===== src/rtl/id_ex_shift_stage_if.sv =====
// ID/EX shift-stage bundle: decode fields and hazard inputs in, EX-slot fields out.
// Latency: none, wires only.
// Backpressure: stall/flush from the hazard unit travel inside this bundle.
interface id_ex_shift_stage_if #(
    parameter int DATA_W = 16,
    parameter int REG_AW = 4,
    parameter int CNT_W  = 16
);
    // decode slot
    logic              id_valid;
    logic [3:0]        id_opcode;
    logic [REG_AW-1:0] id_rs;
    logic [REG_AW-1:0] id_rt;
    logic [REG_AW-1:0] id_rd;
    logic [DATA_W-1:0] id_rs_data;
    logic [DATA_W-1:0] id_rt_data;
    logic [3:0]        id_imm4;
    logic              id_reg_write;

    // forwarding sources
    logic              exm_reg_write;
    logic [REG_AW-1:0] exm_rd;
    logic [DATA_W-1:0] exm_result;
    logic              wb_reg_write;
    logic [REG_AW-1:0] wb_rd;
    logic [DATA_W-1:0] wb_data;

    // hazard control
    logic              stall;
    logic              flush;

    // EX slot
    logic              ex_valid;
    logic              ex_is_shift;
    logic [1:0]        ex_shift_op;
    logic [DATA_W-1:0] ex_a;
    logic [DATA_W-1:0] ex_b;
    logic [REG_AW-1:0] ex_rd;
    logic              ex_reg_write;
    logic [CNT_W-1:0]  shift_count;

    // Decode/hazard side drives the slot, consumes the EX fields.
    modport master (
        output id_valid, id_opcode, id_rs, id_rt, id_rd,
               id_rs_data, id_rt_data, id_imm4, id_reg_write,
               exm_reg_write, exm_rd, exm_result,
               wb_reg_write, wb_rd, wb_data,
               stall, flush,
        input  ex_valid, ex_is_shift, ex_shift_op, ex_a, ex_b,
               ex_rd, ex_reg_write, shift_count
    );

    // Pipeline register side.
    modport slave (
        input  id_valid, id_opcode, id_rs, id_rt, id_rd,
               id_rs_data, id_rt_data, id_imm4, id_reg_write,
               exm_reg_write, exm_rd, exm_result,
               wb_reg_write, wb_rd, wb_data,
               stall, flush,
        output ex_valid, ex_is_shift, ex_shift_op, ex_a, ex_b,
               ex_rd, ex_reg_write, shift_count
    );
endinterface


===== src/rtl/id_ex_shift_stage.sv =====
// ID/EX pipeline register for the shifter: forwards rs/rt, decodes shift op, counts shifts.
// Latency: one cycle from decode slot to EX outputs.
// Backpressure: stall holds every output; flush squashes the entering instruction (wins over stall).
module id_ex_shift_stage #(
    parameter int DATA_W = 16,
    parameter int REG_AW = 4,
    parameter int CNT_W  = 16
) (
    input  logic                    clk,
    input  logic                    rst_n,
    id_ex_shift_stage_if.slave      bus
);

    localparam logic [3:0] OPC_SLL  = 4'b0100;
    localparam logic [3:0] OPC_SRA  = 4'b0101;
    localparam logic [3:0] OPC_ROR  = 4'b0110;

    localparam logic [1:0] SOP_SLL  = 2'b00;
    localparam logic [1:0] SOP_SRA  = 2'b01;
    localparam logic [1:0] SOP_ROR  = 2'b10;
    localparam logic [1:0] SOP_NONE = 2'b11;

    localparam logic [CNT_W-1:0] CNT_ONE = {{(CNT_W-1){1'b0}}, 1'b1};

    // Forwarding picks the youngest in-flight writer; r0 is hardwired to zero
    // even if some stage claims to write it.
    function automatic logic [DATA_W-1:0] fwd_sel(
        input logic [REG_AW-1:0] src,
        input logic [DATA_W-1:0] rf_data,
        input logic              exm_we,
        input logic [REG_AW-1:0] exm_dst,
        input logic [DATA_W-1:0] exm_val,
        input logic              wb_we,
        input logic [REG_AW-1:0] wb_dst,
        input logic [DATA_W-1:0] wb_val
    );
        logic [DATA_W-1:0] v;
        if (src == '0)
            v = '0;
        else if (exm_we && (exm_dst == src))
            v = exm_val;
        else if (wb_we && (wb_dst == src))
            v = wb_val;
        else
            v = rf_data;
        return v;
    endfunction

    logic [DATA_W-1:0] w_rs_fwd;
    logic [DATA_W-1:0] w_rt_fwd;
    logic              w_is_shift;
    logic [1:0]        w_shift_op;
    logic [DATA_W-1:0] w_b;
    logic              w_reg_write;
    logic              w_load;

    logic              r_ex_valid;
    logic              r_ex_is_shift;
    logic [1:0]        r_ex_shift_op;
    logic [DATA_W-1:0] r_ex_a;
    logic [DATA_W-1:0] r_ex_b;
    logic [REG_AW-1:0] r_ex_rd;
    logic              r_ex_reg_write;
    logic [CNT_W-1:0]  r_shift_count;

    // Resolve both source operands against the EX/MEM and MEM/WB writers.
    always_comb begin
        w_rs_fwd = fwd_sel(bus.id_rs, bus.id_rs_data,
                           bus.exm_reg_write, bus.exm_rd, bus.exm_result,
                           bus.wb_reg_write, bus.wb_rd, bus.wb_data);
        w_rt_fwd = fwd_sel(bus.id_rt, bus.id_rt_data,
                           bus.exm_reg_write, bus.exm_rd, bus.exm_result,
                           bus.wb_reg_write, bus.wb_rd, bus.wb_data);
    end

    // Decode the shift kind; a bubble in decode never counts as a shift.
    always_comb begin
        w_is_shift = 1'b0;
        w_shift_op = SOP_NONE;
        if (bus.id_valid) begin
            case (bus.id_opcode)
                OPC_SLL: begin w_is_shift = 1'b1; w_shift_op = SOP_SLL; end
                OPC_SRA: begin w_is_shift = 1'b1; w_shift_op = SOP_SRA; end
                OPC_ROR: begin w_is_shift = 1'b1; w_shift_op = SOP_ROR; end
                default: begin w_is_shift = 1'b0; w_shift_op = SOP_NONE; end
            endcase
        end
    end

    // Shifts take the zero-extended immediate as amount; everything else passes rt.
    always_comb begin
        w_b = w_rt_fwd;
        if (w_is_shift)
            w_b = {{(DATA_W-4){1'b0}}, bus.id_imm4};
    end

    assign w_reg_write = bus.id_reg_write & bus.id_valid;
    assign w_load      = ~bus.flush & ~bus.stall;

    // EX slot register: flush clears, stall holds, otherwise capture decode.
    always_ff @(posedge clk or negedge rst_n) begin
        if (!rst_n) begin
            r_ex_valid     <= 1'b0;
            r_ex_is_shift  <= 1'b0;
            r_ex_shift_op  <= SOP_NONE;
            r_ex_a         <= '0;
            r_ex_b         <= '0;
            r_ex_rd        <= '0;
            r_ex_reg_write <= 1'b0;
        end else if (bus.flush) begin
            r_ex_valid     <= 1'b0;
            r_ex_is_shift  <= 1'b0;
            r_ex_shift_op  <= SOP_NONE;
            r_ex_a         <= '0;
            r_ex_b         <= '0;
            r_ex_rd        <= '0;
            r_ex_reg_write <= 1'b0;
        end else if (w_load) begin
            r_ex_valid     <= bus.id_valid;
            r_ex_is_shift  <= w_is_shift;
            r_ex_shift_op  <= w_shift_op;
            r_ex_a         <= w_rs_fwd;
            r_ex_b         <= w_b;
            r_ex_rd        <= bus.id_rd;
            r_ex_reg_write <= w_reg_write;
        end
    end

    // Count shifts actually entering EX; wraps silently at the top.
    always_ff @(posedge clk or negedge rst_n) begin
        if (!rst_n)
            r_shift_count <= '0;
        else if (w_load && w_is_shift)
            r_shift_count <= r_shift_count + CNT_ONE;
    end

    assign bus.ex_valid     = r_ex_valid;
    assign bus.ex_is_shift  = r_ex_is_shift;
    assign bus.ex_shift_op  = r_ex_shift_op;
    assign bus.ex_a         = r_ex_a;
    assign bus.ex_b         = r_ex_b;
    assign bus.ex_rd        = r_ex_rd;
    assign bus.ex_reg_write = r_ex_reg_write;
    assign bus.shift_count  = r_shift_count;

endmodule

===== src/flat_wrapper.sv =====
// flat-port wrapper written by rule: the top's interface ports become plain ports
module id_ex_shift_stage_flat 
#(
    parameter int DATA_W = 16,
    parameter int REG_AW = 4,
    parameter int CNT_W  = 16
)
  (clk, rst_n, bus_id_valid, bus_id_opcode, bus_id_rs, bus_id_rt, bus_id_rd, bus_id_rs_data, bus_id_rt_data, bus_id_imm4, bus_id_reg_write, bus_exm_reg_write, bus_exm_rd, bus_exm_result, bus_wb_reg_write, bus_wb_rd, bus_wb_data, bus_stall, bus_flush, bus_ex_valid, bus_ex_is_shift, bus_ex_shift_op, bus_ex_a, bus_ex_b, bus_ex_rd, bus_ex_reg_write, bus_shift_count);
  id_ex_shift_stage_if #(.DATA_W(DATA_W), .REG_AW(REG_AW), .CNT_W(CNT_W)) bus_i ();
  input  logic clk;
  input  logic rst_n;
  input wire logic [$bits(bus_i.id_valid)-1:0] bus_id_valid;
  input wire logic [$bits(bus_i.id_opcode)-1:0] bus_id_opcode;
  input wire logic [$bits(bus_i.id_rs)-1:0] bus_id_rs;
  input wire logic [$bits(bus_i.id_rt)-1:0] bus_id_rt;
  input wire logic [$bits(bus_i.id_rd)-1:0] bus_id_rd;
  input wire logic [$bits(bus_i.id_rs_data)-1:0] bus_id_rs_data;
  input wire logic [$bits(bus_i.id_rt_data)-1:0] bus_id_rt_data;
  input wire logic [$bits(bus_i.id_imm4)-1:0] bus_id_imm4;
  input wire logic [$bits(bus_i.id_reg_write)-1:0] bus_id_reg_write;
  input wire logic [$bits(bus_i.exm_reg_write)-1:0] bus_exm_reg_write;
  input wire logic [$bits(bus_i.exm_rd)-1:0] bus_exm_rd;
  input wire logic [$bits(bus_i.exm_result)-1:0] bus_exm_result;
  input wire logic [$bits(bus_i.wb_reg_write)-1:0] bus_wb_reg_write;
  input wire logic [$bits(bus_i.wb_rd)-1:0] bus_wb_rd;
  input wire logic [$bits(bus_i.wb_data)-1:0] bus_wb_data;
  input wire logic [$bits(bus_i.stall)-1:0] bus_stall;
  input wire logic [$bits(bus_i.flush)-1:0] bus_flush;
  output wire logic [$bits(bus_i.ex_valid)-1:0] bus_ex_valid;
  output wire logic [$bits(bus_i.ex_is_shift)-1:0] bus_ex_is_shift;
  output wire logic [$bits(bus_i.ex_shift_op)-1:0] bus_ex_shift_op;
  output wire logic [$bits(bus_i.ex_a)-1:0] bus_ex_a;
  output wire logic [$bits(bus_i.ex_b)-1:0] bus_ex_b;
  output wire logic [$bits(bus_i.ex_rd)-1:0] bus_ex_rd;
  output wire logic [$bits(bus_i.ex_reg_write)-1:0] bus_ex_reg_write;
  output wire logic [$bits(bus_i.shift_count)-1:0] bus_shift_count;
  assign bus_i.id_valid = bus_id_valid;
  assign bus_i.id_opcode = bus_id_opcode;
  assign bus_i.id_rs = bus_id_rs;
  assign bus_i.id_rt = bus_id_rt;
  assign bus_i.id_rd = bus_id_rd;
  assign bus_i.id_rs_data = bus_id_rs_data;
  assign bus_i.id_rt_data = bus_id_rt_data;
  assign bus_i.id_imm4 = bus_id_imm4;
  assign bus_i.id_reg_write = bus_id_reg_write;
  assign bus_i.exm_reg_write = bus_exm_reg_write;
  assign bus_i.exm_rd = bus_exm_rd;
  assign bus_i.exm_result = bus_exm_result;
  assign bus_i.wb_reg_write = bus_wb_reg_write;
  assign bus_i.wb_rd = bus_wb_rd;
  assign bus_i.wb_data = bus_wb_data;
  assign bus_i.stall = bus_stall;
  assign bus_i.flush = bus_flush;
  assign bus_ex_valid = bus_i.ex_valid;
  assign bus_ex_is_shift = bus_i.ex_is_shift;
  assign bus_ex_shift_op = bus_i.ex_shift_op;
  assign bus_ex_a = bus_i.ex_a;
  assign bus_ex_b = bus_i.ex_b;
  assign bus_ex_rd = bus_i.ex_rd;
  assign bus_ex_reg_write = bus_i.ex_reg_write;
  assign bus_shift_count = bus_i.shift_count;
  id_ex_shift_stage #(.DATA_W(DATA_W), .REG_AW(REG_AW), .CNT_W(CNT_W)) u_core (.clk(clk), .rst_n(rst_n), .bus(bus_i));
endmodule

===== config.mk =====
export PLATFORM = sky130hd
export DESIGN_NAME = id_ex_shift_stage_flat
export DESIGN_NICKNAME = d
export VERILOG_FILES = /design/src/rtl/id_ex_shift_stage_if.sv /design/src/rtl/id_ex_shift_stage.sv /design/src/flat_wrapper.sv
export SDC_FILE = /design/constraint.sdc
export NUM_CORES = 1
export LEC_CHECK = 0
export ABC_CLOCK_PERIOD_IN_PS = 2100
export BUFFER_PORTS_ARGS = -buffer_cell sky130_fd_sc_hd__buf_2
export CORE_ASPECT_RATIO = 0.9
export CORE_MARGIN = 1.5
export CORE_UTILIZATION = 35
export CTS_BUF_LIST = sky130_fd_sc_hd__clkbuf_4 sky130_fd_sc_hd__clkbuf_8
export DETAILED_ROUTE_END_ITERATION = 7
export GPL_TIMING_DRIVEN = 0
export PLACE_DENSITY = 0.66
export SLEW_MARGIN = 5
export SYNTH_ARGS = -nofsm -noshare
export SYNTH_HDL_FRONTEND = slang
export SYNTH_SLANG_ARGS = --single-unit
export TNS_END_PERCENT = 1

===== constraint.sdc =====
create_clock -name clk -period 2.1 [get_ports clk]
set_input_delay 0.105 -clock clk [delete_from_list [all_inputs] [get_ports clk]]
set_output_delay 0.105 -clock clk [all_outputs]
set_load 0.01 [all_outputs]

Word-level counts from Yosys, hierarchy flattened

Index checks and enable logic that the tools add are counted.

Register bits: 57
Bits in latches: 0
Bits in writable memories: 0
ROM bits: 0
Input port bits: 100
Output and inout port bits: 57
Logic and storage cells: 54
Memories: 0

Add/sub/neg operators: 1
$mul: 0
Divide/modulo/power cells: 0
Magnitude comparators: 0
Equality and inequality tests: 7
Shift operators: 0
Muxes and demuxes: 25
Bitwise gates (word level): 4
Reduce and logical (&&, ||, !) cells: 9

Operator list:

| kind                  | number |
|---|---|
| $mux 16               | 11 |
| $add 16x1->16 const B | 1 |
| $eq 4x4->1            | 4 |
| $eq 4x3->1 const B    | 3 |
| $logic_not 4->1       | 2 |
| $mux 1                | 8 |
| $mux 4                | 2 |
| $mux 2                | 3 |
| $pmux 2 s3            | 1 |
| $logic_and 1x1->1     | 5 |
| $reduce_or 3->1       | 1 |
| $and 1x1->1           | 2 |
| $not 1->1             | 2 |
| $reduce_bool 2->1     | 1 |

Logic depth before layout (Yosys ltp)

Gate-level depths: netlist (run 1).

Depth in word-level cells: 8
Mapped depth: 7
Gate-level depth less buffers: 5

Least setup slack after synthesis (run 1)

OpenSTA, ideal clock, no wires.

Kind: input -> register
Start point: input bus_wb_rd[2]
End point: register u_core.r_ex_a[9] (netlist: u_core.bus.ex_a[9])
Setup time: 157 ps
Data arrival time: 1269 ps
Required time: 1943 ps
Path slack: 674 ps
Stages on the path: 7
Path buffers: 2
Cell sequence: xnor2_1 -> nand4_2 -> or2_1 -> buf_2 -> buf_6 -> a211oi_2 -> o31ai_1

Longest elaborated chain between the ends: 7

RTL lines:

| what                 | line                     | RTL |
|---|---|---|
| from (decl)          | flat_wrapper.sv:25       | `input wire logic [$bits(bus_i.wb_rd)-1:0] bus_wb_rd;` |
| $eq 4x4->1           | id_ex_shift_stage.sv:42  | `else if (wb_we && (wb_dst == src))` |
| $logic_and 1x1->1    | id_ex_shift_stage.sv:42  |  |
| $mux 16              | id_ex_shift_stage.sv:42  |  |
| $mux 16              | id_ex_shift_stage.sv:40  | `else if (exm_we && (exm_dst == src))` |
| $mux 16              | id_ex_shift_stage.sv:38  | `if (src == '0)` |
| $mux 16              | id_ex_shift_stage.sv:118 | `end else if (w_load) begin` |
| $mux 16              | id_ex_shift_stage.sv:110 | `end else if (bus.flush) begin` |
| to (signal assigned) | id_ex_shift_stage.sv:122 | `r_ex_a <= w_rs_fwd;` |
| to (decl)            | id_ex_shift_stage.sv:60  | `logic [DATA_W-1:0] r_ex_a;` |

Every way passes these cells. The select of a mux whose other input is x is not followed.
A chain may end at the register's enable or synchronous reset.

Worst setup path in the final report (run 1)

Start point: input bus_id_opcode[1]
End point: register u_core.r_ex_b[8] (netlist: u_core.bus.ex_b[8])

Longest elaborated chain between the ends: 7
Elaborated cells on any way between the ends: 9
Classes of those cells: eq/ne: 3; mux: 5; reduce/logical: 1

RTL lines:

| what                          | line                     | RTL |
|---|---|---|
| from (decl)                   | flat_wrapper.sv:13       | `input wire logic [$bits(bus_i.id_opcode)-1:0] bus_id_opcode;` |
| $eq 4x3->1                    | id_ex_shift_stage.sv:81  | `case (bus.id_opcode)` |
| $reduce_or 3->1 (no line) (*) | -                        |  |
| $mux 1 (*)                    | id_ex_shift_stage.sv:81  |  |
| $mux 1 (*)                    | id_ex_shift_stage.sv:80  | `if (bus.id_valid) begin` |
| $mux 16 (*)                   | id_ex_shift_stage.sv:93  | `if (w_is_shift)` |
| $mux 16 (*)                   | id_ex_shift_stage.sv:118 |  |
| $mux 16 (*)                   | id_ex_shift_stage.sv:110 |  |
| to (signal assigned)          | id_ex_shift_stage.sv:123 | `r_ex_b <= w_b;` |
| to (decl)                     | id_ex_shift_stage.sv:61  | `logic [DATA_W-1:0] r_ex_b;` |

Mark *: on every way between the ends. The rest lies on a longest branch, timed or not. The select of a mux whose other input is x is not followed.

==> qor.yml, run 1 <==
clock_network:
  cts_buffers: 9
  clock_sinks: 57
  clk_pin_slew_ns: 0.07
  root_buffer: "clkbuf_8"
  clock_tree.buffer_depth: 2
  cts_tree: "yes"
  htreeDepth: 3
  cts_resized: 0
  clk_latency_ns: 0.34
timing:
  rsz0062_at_grt: "false"
  setup-violations-final: 0
  layout_setup_ws_ns: 0.2240
  drv_slew: 0
  worstMarginPinSlew_ns: 0.8787
  slew-limit-headroom: 0.4078
  finClkSkew_ns: 0.004464
  fin_crit_ns: 1.876
  fin_crit_sh: 0.8933
  hold_violations: 0
  max_freq_ghz: 0.5330
placed_design:
  post-place-ws_ns: 0.08387
  portBuffers: 154
  place.gp.congestion: 0.7841
  dp_hpwl_mm: 7.829
  dp_cells: 630
floorplanning:
  fp.dieH_microns: 94.01
  initial_utilization: 0.3562
  ios: 157
  core_area_sq_um: 9042
  die_w_microns: 104.1
  fp-row-count: 33
  dieArea_sq_um: 9787
job:
  max_cap_viol_count: 0
layout:
  antenna_cells: 0
  area_growth_pct: 37.33
  fin_nets: 624
  layout-drive-gt1-share: 0.3788
  layout.cells.non_filler: 650
power_and_ir_drop:
  combPwrFrac: 0.179
  p_clk_frac: 0.408
  p_leak_nw: 2.277
  vdd_ir_drop_max_uv: 334.9
  p_sw_uw: 827.4
  p_int_mw: 2.134
  seq_power_share: 0.413
  finalPower_mw: 2.961
  power_density_nw_per_um2: 669.6
  p_sw_frac: 0.2794
worst_setup_path:
  crit_buf_inv: 3
  crit_chain: "dlygate4sd3_1 > buf_2 > nand2_1 > a21oi_1 > clkbuf_1 > o21ai_0 > o21ai_1"
  path_class: "input port to flip-flop"
  max_stage_delay_ns: 0.56
  cp.required_ns: 2.36
  arrival_ns: 2.13
  crit_family: "buffers and inverters"
  worst_setup_path_start_kind: "input port"
  critical_path.max_fanout: 10
  end_kind: "flip-flop"
  cp_slowest_cell: "a21oi_1"
status:
  status: "complete, no violations"
detailed_routing:
  ant_nets: 0
  routed-wl-met3_microns: 683
  vias: 3271
  wl_per_cell_microns: 15.96
  drc: 0
  wl_met1_mm: 4.757
  wirelength_mm: 10.37
  drtPass1Iterations: 4
  drtIter0Drc: 96
  wl_met2_mm: 4.823
  highest_layer: "met4"
  via_per_inst: 5.032
worst_hold_path:
  hold_class: "input port to flip-flop"
synthesis:
  async_flop_share: 1.000
  syn_area_per_cell_sq_um: 9.098
  netlist_area_sq_um: 3221
  synth_top_cell_by_area: "dfrtp_1"
  ys.warnings.count: 0
  synth_cell_type_count: 36
  synth_cells: 354
  synth_edf_count: 0
  synth-seq-cells: 57
  synth.area.top_cells: "dfrtp_1 43%, nand2_1 5.9%, nor2_1 5.5%"
  synth_top_area_frac: 0.4274
  synth_nets: 455
  synth_ff_type: "dfrtp_1"
  yosysSeqAreaShare: 0.4437
grt:
  gr-total-overflow: 0
  grt_pass1_wl_mm: 16.35
  antenna_found_initial: 0
  grtUsageTotal: 0.2169
  grt_max_degree: 58
  first_global_vias: 3217
-- metal layers --
metal  vias to the layer above  global-route usage
li1                       1587                   -
met1                      1546              0.2888
met2                       129              0.3549
met3                         9             0.03953
met4                         0             0.07755
met5                         -                   0
-- logic make-up (layout without fill, tap and decap cells) --
kind of cell	Yosys count	in the layout	share of synthesized area
flops	57	57	0.4437
compound gates	92	92	0.2051
fa+ha+maj	1	1	0.003884
mux	5	5	0.01593
buf+inv	26	200	0.04118
xor+xnor	31	31	0.08430
simple gates	142	142	0.2059
-- Yosys cell counts (2+ instances only) --
cell / count
a21oi_1: 2
nand2_1: 51
nand3_1: 6
mux2i_1: 4
o21ai_1: 14
nor2b_1: 6
and3_1: 18
a211oi_2: 10
o31ai_1: 16
buf_6: 3
dfrtp_1: 55
nor2_1: 47
a22oi_1: 5
xor2_1: 19
o22a_1: 2
inv_1: 3
o21ai_0: 18
xnor2_1: 12
nand4_1: 4
o41ai_1: 2
buf_2: 9
nor3_1: 3
clkbuf_1: 10
a211oi_1: 22
dfstp_2: 2
-- state kept, by name (all words and copies together) (netlist names) --
name                     cells
u_core.bus.ex_shift_op       2
u_core.bus.ex_valid          1
u_core.bus.shift_count      16
u_core.bus.ex_b             16
u_core.bus.ex_rd             4
u_core.bus.ex_reg_write      1
u_core.bus.ex_is_shift       1
u_core.bus.ex_a             16
-- power by group through the flow --
stage / sequential [mW] / clock, mW / combinational, mW
after detailed placement: 1.24 / 0 / 0.528
after global routing: 1.23 / 1.28 / 0.586
after CTS: 1.22 / 1.23 / 0.535
after floorplan: 1.27 / 0 / 0.219
after global placement: 1.24 / 0 / 0.515
final: 1.22 / 1.21 / 0.530
-- repair_timing --
item | 4_1_cts | 5_1_grt
hold buffers | 3 | 1
hold endpoints to repair | 3 | 55
buffers inserted | 0 | 0
-- through the flow --
| stage | TNS (ns) | util | cell area [sq um] | hold slack (ns) |
|---|---|---|---|---|
| finish | 0 | 0.4891 | 4423 | 0.01251 |
| global route | 0 | 0.4891 | 4423 | 0.01452 |
| CTS | 0 | 0.4878 | 4410 | 0.005762 |
| detailed placement | 0 | 0.4591 | 4151 | 0.3417 |
| global placement | -1.321 | 0.4583 | 4144 | 0.3371 |
| floorplan | 0 | - | 3221 | -0.1906 |
-- placed cells by master, fill, tap and decap left out, types with 5 or more instances in the layout --
| cell | synthesis | routed |
|---|---|---|
| a211oi_1 | 22 | 22 |
| o31ai_1 | 16 | 16 |
| dfrtp_1 | 55 | 55 |
| nor2_1 | 47 | 47 |
| nor2b_1 | 6 | 6 |
| o21ai_0 | 18 | 18 |
| a22oi_1 | 5 | 5 |
| clkbuf_8 | 0 | 11 |
| a211oi_2 | 10 | 10 |
| xnor2_1 | 12 | 12 |
| buf_2 | 9 | 162 |
| xor2_1 | 19 | 19 |
| nand2_1 | 51 | 51 |
| clkbuf_1 | 10 | 10 |
| and3_1 | 18 | 18 |
| o21ai_1 | 14 | 14 |
| nand3_1 | 6 | 6 |
-- worst register-to-register path: stages (launching register included) --
cell and delay, ns:
dfrtp_1 0.43, ha_1 0.18, and3_1 0.17, nand4_1 0.26, nor2_1 0.20, xor2_1 0.17
-- area by class of cell --
| class | instances | area, sq um |
|---|---|---|
| fill | 879 | 4619 |
| multi-input combinational | 271 | 1667 |
| sequential | 57 | 1429 |
| timing repair buffer | 158 | 813.3 |
| tap | 122 | 152.6 |
| clock buffer | 11 | 151.4 |
| buffer | 23 | 121.4 |
| clock inverter | 5 | 77.57 |
| inverter | 3 | 11.26 |
-- path summary, 6_finish.rpt --
kind	slack, ns	cells after the start	startpoint	end
max in group asynchronous	1.24	2	rst_n	u_core.bus.ex_reg_write
hold / removal	0.01	3	bus_id_rd[2]	u_core.bus.ex_rd[2]
min in group asynchronous	0.37	2	rst_n	u_core.bus.ex_a[12]
setup / recovery	0.22	7	bus_id_opcode[1]	u_core.bus.ex_b[8]
hold reg to reg	0.48	1	u_core.bus.shift_count[15]	u_core.bus.shift_count[15]
setup reg to reg	0.62	5	u_core.bus.shift_count[0]	u_core.bus.shift_count[8]
(Power assumes the default switching activity.)
==> run 2, diff against run 1 <==
CORE_MARGIN = 5   (was 1.5)
==> qor.yml, run 2 (synthesis gave the netlist of run 1 again) <==
status:
  status: "complete, no violations"
floorplanning:
  initial_utilization: 0.3562  # unchanged
  die_w_microns: 111.1  # +6.7%
  ios: 157  # unchanged
  dieArea_sq_um: 11220  # +15%
  core_area_sq_um: 9042  # unchanged
  fp-row-count: 33  # unchanged
  fp.dieH_microns: 101.0  # +7.4%
worst_hold_path:
  hold_class: "input port to flip-flop"
  hold_path_end: "u_core.bus.ex_shift_op[0]"
  hp-start: "bus_id_opcode[0]"
  worst_hold_path.num_cells: 2  # -1
detailed_routing:
  wl_met1_mm: 4.923  # +3.5%
  via_per_inst: 5.051  # +0.37%
  vias: 3273  # +0.061%
  wl_per_cell_microns: 16.59  # +4.0%
  routed-wl-met3_microns: 714  # +4.5%
  ant_nets: 0  # unchanged
  drtIter0Drc: 155  # +61%
  drtPass1Iterations: 4  # unchanged
  drc: 0  # unchanged
  wl_met2_mm: 5.069  # +5.1%
  highest_layer: "met4"
  wirelength_mm: 10.75  # +3.6%
placed_design:
  portBuffers: 154  # unchanged
  dpl_cell_area_sq_um: 4154  # about the same
  dp_hpwl_mm: 8.423  # +7.6%
  post-place-ws_ns: 0.1201  # +0.03624 ns
  place.gp.congestion: 0.8210  # +4.7%
worst_setup_path:
  worst_setup_path_start_kind: "input port"
  arrival_ns: 1.99  # -0.14 ns
  r2r_start: "u_core.bus.shift_count[6]"
  ff2ff_setup_slack_ns: 0.60  # -0.02 ns
  critical_path.max_fanout: 10  # unchanged
  reg2reg_depth: 5  # unchanged
  path_class: "input port to flip-flop"
  cp.required_ns: 2.36  # about the same
  end_kind: "flip-flop"
  rr_endpoint: "u_core.bus.shift_count[15]"
layout:
  final_area_sq_um: 4374  # -1.1%
  multiInputGateArea_sq_um: 1667  # unchanged
  area_growth_pct: 35.82
  regArea_sq_um: 1429  # unchanged
  layout_common_cells: "162 x buf_2, 55 x dfrtp_1, 51 x nand2_1, 47 x nor2_1, 22 x a211oi_1"
  antenna_cells: 0  # unchanged
  layout-drive-gt1-share: 0.3802  # +0.001440
  fillers: 910  # +3.5%
  fin_nets: 622  # -0.32%
  mostFrequentLayoutCell: "buf_2"
clock_network:
  cts_setup_buffers: 0  # unchanged
  clock_sinks: 57  # unchanged
  clock_tree.buffer_depth: 2  # unchanged
  root_buffer: "clkbuf_8"
  cts_tree: "yes"
  clk_pin_slew_ns: 0.07  # about the same
  cts_buffers: 9  # unchanged
  htreeDepth: 3  # unchanged
  clk_latency_ns: 0.33  # about the same
grt:
  antenna_found_initial: 0  # unchanged
  grtUsageTotal: 0.1900  # -0.02689
  gr-total-overflow: 0  # unchanged
  grt_pass1_wl_mm: 16.86  # +3.2%
  grt_max_degree: 58  # unchanged
  first_global_vias: 3317  # +3.1%
power_and_ir_drop:
  finalPower_mw: 2.805  # -5.3%
  vdd_ir_drop_max_uv: 299.0  # -11%
  power_density_nw_per_um2: 641.4  # -4.2%
  p_leak_nw: 2.261  # -0.70%
timing:
  rsz0062_at_grt: "false"
  fin_crit_ns: 1.728  # -0.1477 ns
  max_freq_ghz: 0.5786  # +8.5%
  worstMarginPinSlew_ns: 0.8494  # -0.02924 ns
  finClkSkew_ns: 0.004624  # +0.0001599 ns
  setup-tns-final_ns: 0  # unchanged
  timing.hold.ws_ns: 0.01484  # +0.002329 ns
  fin_crit_sh: 0.8230  # -0.07035
  hold_violations: 0  # unchanged
  setup-violations-final: 0  # unchanged
  slew-limit-headroom: 0.4275  # +0.01971
  drv_slew: 0  # unchanged
  layout_setup_ws_ns: 0.3717  # +0.1477 ns
job:
  max_cap_viol_count: 0  # unchanged
==> run 2: changes by cell type in the layout (fill, tap and decap cells not counted), sizes merged <==
cell / previous run / this run
bufinv: 2 / 1
clkbuf: 22 / 24
clkinvlp: 1 / 0
dlygate4sd3: 4 / 2
==> run 2: what timing repair did <==
item | CTS | global route
gates resized for setup | 0 | 0
endpoints found under the setup margin | 0 | 0
hold buffers | 2 | 0
endpoints found under the hold margin | 56 | 0
==> run 2: area by class of cell <==
| class | count | area share |
|---|---|---|
| Clock buffer | 13 | 0.03661 |
| Sequential cell | 57 | 0.3267 |
| Clock inverter | 3 | 0.009153 |
| Tap cell | 122 | 0.03490 |
| Timing Repair Buffer | 156 | 0.1813 |
| Multi-Input combinational cell | 271 | 0.3810 |
| Buffer | 23 | 0.02775 |
| Inverter | 3 | 0.002574 |
==> run 2: power by group <==
| part | switching (mW) | internal (mW) | total [mW] |
|---|---|---|---|
| Sequential | 0.0543 | 1.17 | 1.22 |
| Combinational | 0.293 | 0.234 | 0.527 |
| Clock | 0.437 | 0.617 | 1.05 |
| Total | 0.785 | 2.02 | 2.81 |
==> run 2: worst max path at each step <==
| stage | startpoint | to | cells after the start | slack [ns] |
|---|---|---|---|---|
| 2_1_floorplan | bus_wb_rd[2] | u_core.bus.ex_a[9] | 7 | 0.67 |
| 3_3_place_gp | bus_id_rs[0] | u_core.bus.ex_a[0] | 4 | -0.15 |
| 3_5_place_dp | bus_stall | u_core.bus.ex_b[9] | 7 | 0.12 |
| 4_1_cts | bus_id_opcode[1] | u_core.bus.ex_b[9] | 7 | 0.33 |
| 5_1_grt | bus_id_opcode[1] | u_core.bus.ex_b[9] | 7 | 0.16 |
| 6_report | bus_id_opcode[1] | u_core.bus.ex_b[11] | 7 | 0.37 |
==> run 2: routing by layer <==
layer,up-vias,GRT usage
met5,-,0
met4,0,0.04210
met3,2,0.05522
met2,121,0.3074
met1,1568,0.2546
li1,1582,-
==> run 2: stage by stage <==
stage	cells	utilization
floorplan	354	-
global placement	630	0.4583
detailed placement	630	0.4594
CTS	648	0.4837
global route	648	0.4837
finish	648	0.4837
==> run 2: worst max-delay path: stages <==
cell and delay, ns:
dlygate4sd3_1 0.52, buf_2 0.11, nand2_1 0.06, a21oi_1 0.50, clkbuf_1 0.39, o21ai_0 0.17, o21ai_1 0.15
==> run 3, diff against run 2 <==
ABC_CLOCK_PERIOD_IN_PS = 1400   (was 2100)
PLACE_DENSITY = 0.68   (was 0.66)
clock period = 1.4 ns   (was 2.1 ns; I/O delays follow)
==> qor.yml, run 3 (synthesis gave the netlist of run 1 again) <==
worst_setup_path:
  crit_chain: "buf_2 > xor2_1 > nor4_4 > nand2_4 > buf_6 > a211oi_1 > o21ai_1"
  cp_slowest_cell: "nor4_4"
  reg2reg_depth: 5  # unchanged
  r2r_start: "u_core.bus.shift_count[7]"
  end_kind: "flip-flop"
  ff2ff_setup_slack_ns: 0  # -0.60 ns
  worst_setup_path_start_kind: "input port"
  critical_path.max_fanout: 10  # unchanged
  max_stage_delay_ns: 0.56  # +0.04 ns
  rr_endpoint: "u_core.bus.shift_count[15]"
  cp.required_ns: 1.60  # -0.76 ns
  path_class: "input port to flip-flop"
  arrival_ns: 1.66  # -0.33 ns
grt:
  use_met2: 0.3349  # +0.02752
  grtUsageTotal: 0.2010  # +0.01101
  grt.busiest_layer: "met2"
  first_global_vias: 3495  # +5.4%
  grt_pass1_wl_mm: 17.85  # +5.9%
  grt_util_met3: 0.05282  # -0.002401
  gr-total-overflow: 0  # unchanged
  met1_usage: 0.2618  # +0.007204
  grt_max_degree: 34  # -41%
  antenna_found_initial: 0  # unchanged
power_and_ir_drop:
  seq_power_share: 0.399  # -0.037
  power_density_nw_per_um2: 975.6  # +52%
  p_sw_mw: 1.272  # +62%
  p_int_mw: 3.311  # +64%
  p_leak_nw: 2.399  # +6.1%
  vdd_ir_drop_max_uv: 511.9  # +71%
  finalPower_mw: 4.584  # +63%
  p_clk_frac: 0.392  # +0.016
  combPwrFrac: 0.210  # +0.022
  p_sw_frac: 0.2776  # -0.002055
status:
  status: "complete, but fails checks"
  violations: "setup timing"
layout:
  regArea_sq_um: 1431  # +0.17%
  multiInputGateArea_sq_um: 1745  # +4.7%
  fin_nets: 644  # +3.5%
  antenna_cells: 0  # unchanged
  layout_common_cells: "164 x buf_2, 53 x dfrtp_1, 51 x nand2_1, 47 x nor2_1, 21 x a211oi_1"
  final_area_sq_um: 4698  # +7.4%
  fillers: 896  # -1.5%
  mostFrequentLayoutCell: "buf_2"
  postLayoutCoreUtil: 0.5196  # +0.03584
  layout-drive-gt1-share: 0.4015  # +0.02123
  area_growth_pct: 45.88
clock_network:
  clock_tree.buffer_depth: 2  # unchanged
  htreeDepth: 3  # unchanged
  cts_tree: "yes"
  root_buffer: "clkbuf_8"
  clk_latency_ns: 0.33  # about the same
  clock_sinks: 57  # unchanged
  clk_pin_slew_ns: 0.07  # about the same
  cts_buffers: 9  # unchanged
timing:
  fin_crit_ns: 1.460
  rsz0062_at_grt: "true"
  drv_slew: 0  # unchanged
  worstMarginPinSlew_ns: 0.7863  # -0.06309 ns
  finClkSkew_ns: 0.006439  # +0.001815 ns
  fin_crit_sh: 1.043
  hold_violations: 0  # unchanged
  max_freq_ghz: 0.6850
  slew-limit-headroom: 0.4758  # +0.04825
  layout_setup_ws_ns: -0.05980  # -0.4315 ns
  setup-violations-final: 8  # +8
worst_hold_path:
  worst_hold_path.num_cells: 3  # +1
  hold_class: "input port to flip-flop"
  hp-start: "bus_id_rt_data[14]"
  hold_path_end: "u_core.bus.ex_b[14]"
floorplanning:
  dieArea_sq_um: 11220  # unchanged
  die_w_microns: 111.1  # unchanged
  initial_utilization: 0.3562  # unchanged
  ios: 157  # unchanged
  fp-row-count: 33  # unchanged
  fp.dieH_microns: 101.0  # unchanged
  core_area_sq_um: 9042  # unchanged
placed_design:
  dpl_cell_area_sq_um: 4172  # +0.42%
  place.gp.congestion: 0.7907  # -3.7%
  portBuffers: 154  # unchanged
  dp_hpwl_mm: 8.591  # +2.0%
detailed_routing:
  drc: 0  # unchanged
  vias: 3421  # +4.5%
  wl_per_cell_microns: 17.06  # +2.8%
  drtPass1Iterations: 4  # unchanged
  via_per_inst: 5.106  # +1.1%
  wirelength_mm: 11.43  # +6.3%
  drtIter0Drc: 131  # -15%
  ant_nets: 0  # unchanged
job:
  max_cap_viol_count: 0  # unchanged
run 3: cell count changes in the layout (fill, tap and decap cells not counted), moves of 2 or more:
cell,change
dlygate4sd3_1,+15
buf_4,+5
xnor2_1,-4
xnor2_2,+4
clkbuf_4,-3
buf_2,+2
dfrtp_1,-2
dfrtp_2,+2
nor3_1,-2
nor3_2,+2
run 3: through the flow:
step | setup slack (ns) | hold WS (ns) | instances | TNS (ns)
global route | -0.1397 | 0.009234 | 670 | -2.029
CTS | -0.08656 | 0.000003386 | 664 | -0.3030
global placement | -0.8149 | 0.3002 | 630 | -19.47
floorplan | 0.009239 | -0.2256 | 354 | 0
detailed placement | -0.5961 | 0.1903 | 631 | -13.47
finish | -0.05980 | 0.01489 | 670 | -0.1052
run 3: final cells by class:
| type | count | share of cell area |
|---|---|---|
| multi-input cells | 271 | 0.3715 |
| flip-flops and latches | 57 | 0.3047 |
| repair buffers | 178 | 0.2141 |
| well taps | 122 | 0.03249 |
| clock buffers | 11 | 0.03222 |
| plain buffers | 23 | 0.02610 |
| clock inverters | 5 | 0.01651 |
| inverters | 3 | 0.002397 |
run 3: power by group through the flow:
stage | clock network (mW) | logic [mW] | registers [mW]
after global placement | 0 | 0.780 | 1.86
final | 1.80 | 0.962 | 1.83
after floorplan | 0 | 0.329 | 1.91
after detailed placement | 0 | 0.800 | 1.87
after CTS | 1.83 | 0.843 | 1.84
after global routing | 1.91 | 1.06 | 1.84
run 3: worst max path at each step:
stage / start / end / slack, ns / cells after the start
final: bus_id_rt[2] / u_core.bus.ex_b[6] / -0.06 / 7
after global routing: u_core.bus.shift_count[1] / u_core.bus.shift_count[12] / -0.14 / 5
after CTS: u_core.bus.shift_count[0] / u_core.bus.shift_count[8] / -0.09 / 5
after detailed placement: bus_stall / u_core.bus.ex_b[11] / -0.60 / 7
after global placement: bus_id_rs[0] / u_core.bus.ex_a[0] / -0.81 / 4
after floorplan: bus_wb_rd[2] / u_core.bus.ex_a[9] / 0.009 / 7
run 3: worst max-delay path: cells and delay by family:
kind	cells	cell delay (ns)
AOI/OAI and AO/OA	2	0.37
xor gates and xnor gates	1	0.19
buffers and inverters	2	0.31
and+or+nand+nor	2	0.72
run 3: timing repair:
| action | in CTS | in global routing |
|---|---|---|
| setup endpoints to repair | 15 | 37 |
| pin swaps | 0 | 5 |
| gates cloned | 0 | 0 |
| hold buffers | 17 | 0 |
| buffers inserted | 0 | 6 |
| endpoints found under the hold margin | 42 | 0 |
| gates resized for setup | 3 | 13 |
run 3: layer usage:
metal / vias up / wire length (microns)
met1: 1632 / 5070
met5: - / 0
li1: 1631 / -
met4: 0 / 138
met2: 144 / 5405
met3: 14 / 815
